--- src/rtl/pair_reduce_pipe.sv ---
// pair_reduce_pipe: combines adjacent bit pairs of a word with a selectable
// logic op, OR-reduces the pair results through a registered tree, and
// delivers one bit per word over a valid/ready handshake. A saturating
// counter tallies delivered ones.
module pair_reduce_pipe #(
    parameter int unsigned WIDTH = 8,
    parameter int unsigned CNT_W = 8
) (
    input  logic             clk,
    input  logic             rst_n,
    input  logic [WIDTH-1:0] in1,
    input  logic [1:0]       mode,
    input  logic             in_valid,
    output logic             in_ready,
    output logic             out1,
    output logic             out_valid,
    input  logic             out_ready,
    input  logic             hit_clr,
    output logic [CNT_W-1:0] hit_cnt
);

    // Tree geometry: stage s holds HALF >> s nodes; all stages packed
    // back-to-back into one vector, stage s starting at WIDTH - (WIDTH >> s).
    localparam int unsigned L     = $clog2(WIDTH);
    localparam int unsigned HALF  = WIDTH / 2;
    localparam int unsigned NODES = WIDTH - 1;

    localparam logic [CNT_W-1:0] CNT_MAX = '1;

    logic             adv_c;
    logic             acc_c;
    logic [NODES-1:0] tree_q;
    logic [NODES-1:0] tree_d;
    logic [L-1:0]     vld_q;
    logic [L-1:0]     vld_d;
    logic [CNT_W-1:0] hit_q;
    logic [CNT_W-1:0] hit_d;

    // Pair operation selected by mode: AND, OR, XOR, NAND.
    function automatic logic pair_op(input logic a, input logic b, input logic [1:0] op);
        logic r;
        r = 1'b0;
        case (op)
            2'b00:   r = a & b;
            2'b01:   r = a | b;
            2'b10:   r = a ^ b;
            default: r = ~(a & b);
        endcase
        return r;
    endfunction

    // The whole pipe moves unless a valid output is being held.
    assign adv_c    = ~vld_q[L-1] | out_ready;
    assign in_ready = adv_c;
    assign acc_c    = in_valid & adv_c;

    // Stage 0: pair results load only on accept; otherwise data holds.
    for (genvar k = 0; k < HALF; k++) begin : g_pair
        assign tree_d[k] = acc_c ? pair_op(in1[2*k+1], in1[2*k], mode) : tree_q[k];
    end

    // Stage 0 valid: set on accept, bubble when advancing without accept.
    assign vld_d[0] = adv_c ? acc_c : vld_q[0];

    // Stages 1..L-1: OR adjacent nodes of the previous stage when advancing.
    for (genvar s = 1; s < L; s++) begin : g_lvl
        localparam int unsigned N   = HALF >> s;
        localparam int unsigned SRC = WIDTH - (WIDTH >> (s - 1));
        localparam int unsigned DST = WIDTH - (WIDTH >> s);
        for (genvar k = 0; k < N; k++) begin : g_node
            assign tree_d[DST+k] = adv_c ? (tree_q[SRC+2*k] | tree_q[SRC+2*k+1])
                                         : tree_q[DST+k];
        end
        assign vld_d[s] = adv_c ? vld_q[s-1] : vld_q[s];
    end

    // Hit counter next state: clear beats a saturating increment on delivery of a 1.
    always_comb begin
        hit_d = hit_q;
        if (hit_clr) begin
            hit_d = '0;
        end else if (vld_q[L-1] && out_ready && tree_q[NODES-1] && (hit_q != CNT_MAX)) begin
            hit_d = hit_q + CNT_W'(1);
        end
    end

    // State registers for the tree data, stage valids and hit counter.
    always_ff @(posedge clk or negedge rst_n) begin
        if (!rst_n) begin
            tree_q <= '0;
            vld_q  <= '0;
            hit_q  <= '0;
        end else begin
            tree_q <= tree_d;
            vld_q  <= vld_d;
            hit_q  <= hit_d;
        end
    end

    assign out1      = tree_q[NODES-1];
    assign out_valid = vld_q[L-1];
    assign hit_cnt   = hit_q;

endmodule
--- config.mk ---
export PLATFORM = sky130hd
export DESIGN_NAME = pair_reduce_pipe
export DESIGN_NICKNAME = d
export VERILOG_FILES = /design/src/rtl/pair_reduce_pipe.sv
export SDC_FILE = /design/constraint.sdc
export NUM_CORES = 1
export LEC_CHECK = 0
export ABC_AREA = 1
export CAP_MARGIN = 5
export CORE_UTILIZATION = 30
export CTS_BUF_LIST = sky130_fd_sc_hd__clkbuf_8
export DETAILED_ROUTE_END_ITERATION = 8
export SYNTH_ARGS = -nofsm -noshare
export SYNTH_HDL_FRONTEND = slang
export SYNTH_SLANG_ARGS = --single-unit
export TNS_END_PERCENT = 30
--- constraint.sdc ---
create_clock -name clk -period 1.9 [get_ports clk]
set_clock_uncertainty 0.05 [all_clocks]
set_input_delay 0.38 -clock clk [delete_from_list [all_inputs] [get_ports clk]]
set_output_delay 0.38 -clock clk [all_outputs]
set_load 0.01 [all_outputs]
==> impl_results.md <==
- # clock sinks: 18
- Wire length per cell: 9.50 um
- Syn Inst Count: 158
- Cell variety after synth: 24
- Syn_area_per_cell: 7.59 um2
- # rows: 22
- Footprint of the multi-input gates: 633 um2
- Fill cell count: 401
- Startpoint Class: primary input
- Mapped Area: 1200 um2
- Initial core utilization: 32.0%
- Worst-skew pair later-pin latency: 0.25 ns
- Cell Area, Placed: 1520 um2
- Number of nets still failing antenna checks after routing: 0
- Reg2Reg Setup Slack: 0.52 ns
- Final TNS setup: 0 ns
- Post-route cell area: 1570 um2
- Switch Pwr: 0.419 mW
- DRC Markers: 0
- Pwr dens: 814 nW/um2
- Count of antenna diodes in the layout: 0
- Rel. slew slack: 78.8%
- Comb pwr share: 33.7%
- Worst setup startpoint: out_ready
- CTS tree: done
- First-pass GRT wire length: 3900 um
- Worst slew pin tran: 0.317 ns
- MaxCap Viol Count: 0
- Core Util, Final: 41.9%
- Global route overflow: 0
- Largest net degree at the start of global routing: 19
- Switching Fraction: 32.8%
- Reg clk slew, reported paths: 0.07 ns
- Detailed Route WL: 2230 um
- Internal power: 0.859 mW
- Hold Crit Class: primary input to async pin
- Final Setup Violations: 0
- Crit. End Element: primary output
- Worst VDD drop: 0.271 mV
- Post-synthesis sequential area ratio: 37.6%
- Sequential share of power: 41.9%
- Drt first-iter violations: 51
- Vias in the first global route: 942
- Max clock buf depth: 2
- Hold buffer count at cts: 0
- CP cell instances: clkdlybuf4s50_1 -> nor2_4 -> inv_2 -> dlygate4sd2_1
- Via density: 4.37
- Total track usage: 12.0%
- Placed wire-length estimate: 1700 um
- CP Class: primary input to primary output
- CP required: 1.47 ns
- Clock group share of total power: 24.4%
- Min cycle time layout: 1.73 ns
- PortBufs: 25
- Synth Warn #: 0
- Reg2reg start: hit_cnt[0]
- Max Slew Vio Count: 0
- CP max stage cell: clkdlybuf4s50_1
- Die X: 65.2 um
- Clk root buf: clkbuf_8
- Vias: 1028
- Layout cell share with drive strength beyond 1: 15.5%
- Num CTS Buffers: 3
- Fin. Hold Viols: 0
- Crit path DAT: 1.30 ns
- Leak: 0.759 nW
- Synthesized flop and latch total: 18
- H-tree levels: 1
- Min Hold Slack: 0.402 ns
- Layout Cells excl Fill: 235
- Initial antenna violation count: 0
- CP Max Fanout: 2
- Post CTS Setup Buffer Count: 0
- FF-to-FF End: hit_cnt[2]
- F_max: 580 MHz
- I/O pins: 26
- Core area: 3740 um2
- Cells on worst reg2reg path: 8
- Sequential Area: 450 um2
- Die H: 65.2 um
- Syn_nets: 182
- CP peak stage delay: 0.46 ns
- Nets@finish: 212
- Placed instance count: 231
- Period utilisation layout: 90.8%
- Status: finished, final reports clean
- RSZ-0062 raised after global routing: no
- Die Footprint: 4250 um2
- DRT Pass-1 Iters: 4
- Layout overhead on the synthesized area: 31.0%
- GPL Wtd Cong: 0.785
==> cell families (layout without fill, tap and decap cells) <==
logic type	after synthesis	count (layout)	share of synthesized area (%)
AOI/OAI and AO/OA	22	22	10.5
adders and majority gates	9	9	9.39
buffers and inverters	29	58	9.60
DFF	18	18	37.6
and+or+nand+nor	80	80	32.9
==> state kept, by name, indices dropped and copies added, names as in the netlist <==
signal / count
hit_cnt: 8
tree_q: 7
vld_q: 3
==> metal layers <==
layer  wire length (um)  GRT usage (%)  part of all wire (%)
met5                  0              0                     0
met4                 19           5.71                  0.85
met3                 90           2.08                   4.0
met2               1080           20.6                    48
met1               1040           14.2                    47
==> how the worst max path moves through the flow <==
stage	to	slack [ns]	cells after the start
global placement	in_ready	-0.07	4
finish	in_ready	0.17	4
floorplan	hit_cnt[2]	0.61	8
detailed placement	in_ready	-0.07	4
global route	in_ready	0.14	4
CTS	in_ready	0.17	4
==> layout make-up <==
cell class                 count  area share, %
multi-input combinational    111           40.3
tap                           48           3.82
inverter                      26           6.37
timing repair buffer          28           17.3
clock buffer                   4           3.51
sequential                    18           28.7
==> power by group through the flow <==
stage	logic, mW	clock network, mW	registers [mW]
after floorplan	0.242	0	0.550
after global placement	0.435	0	0.542
after detailed placement	0.438	0	0.545
after CTS	0.436	0.330	0.538
after global routing	0.486	0.341	0.550
final	0.430	0.312	0.536
==> worst max-delay path, delay by kind of cell <==
kind,cells,cell delay [ns]
AND/OR/NAND/NOR,1,0.14
buffers and inverters,3,0.77
==> through the flow <==
step	worst slack [ns]	power, mW
after global routing	0.141	1.38
final	0.175	1.28
after global placement	-0.0726	0.977
after detailed placement	-0.0686	0.983
after CTS	0.167	1.30
after floorplan	0.609	0.792
==> synthesized netlist by cell type (all sizes together) <==
| library cell | n | area [um2] |
|---|---|---|
| nor2 | 18 | 87.6 |
| nand3 | 21 | 105 |
| nand3b | 2 | 15.0 |
| buf | 3 | 15.0 |
| or2 | 1 | 6.26 |
| nand4 | 1 | 6.26 |
| ha | 9 | 113 |
| dfrtp | 18 | 450 |
| a21oi | 3 | 22.5 |
| nand2 | 36 | 169 |
| inv | 26 | 100 |
| o21ai | 17 | 88.8 |
| nor3 | 1 | 5.00 |
| o21bai | 2 | 15.0 |
==> timing repair <==
action,in CTS,in global routing
resized for setup,1,0
endpoints found under the hold margin,0,0
setup endpoints to repair,1,0
==> cells in the final DEF (no fill, tap or decap), types with 6 or more instances in the layout <==
master | synthesis | final
nand3_1 | 21 | 21
ha_1 | 9 | 9
clkdlybuf4s50_1 | 0 | 24
nor2_1 | 14 | 14
nand2_1 | 32 | 32
dfrtp_1 | 18 | 18
o21ai_0 | 10 | 10
o21ai_1 | 6 | 6
inv_2 | 9 | 9
inv_1 | 16 | 16
Note: power is estimated with default switching activity, not from simulation.
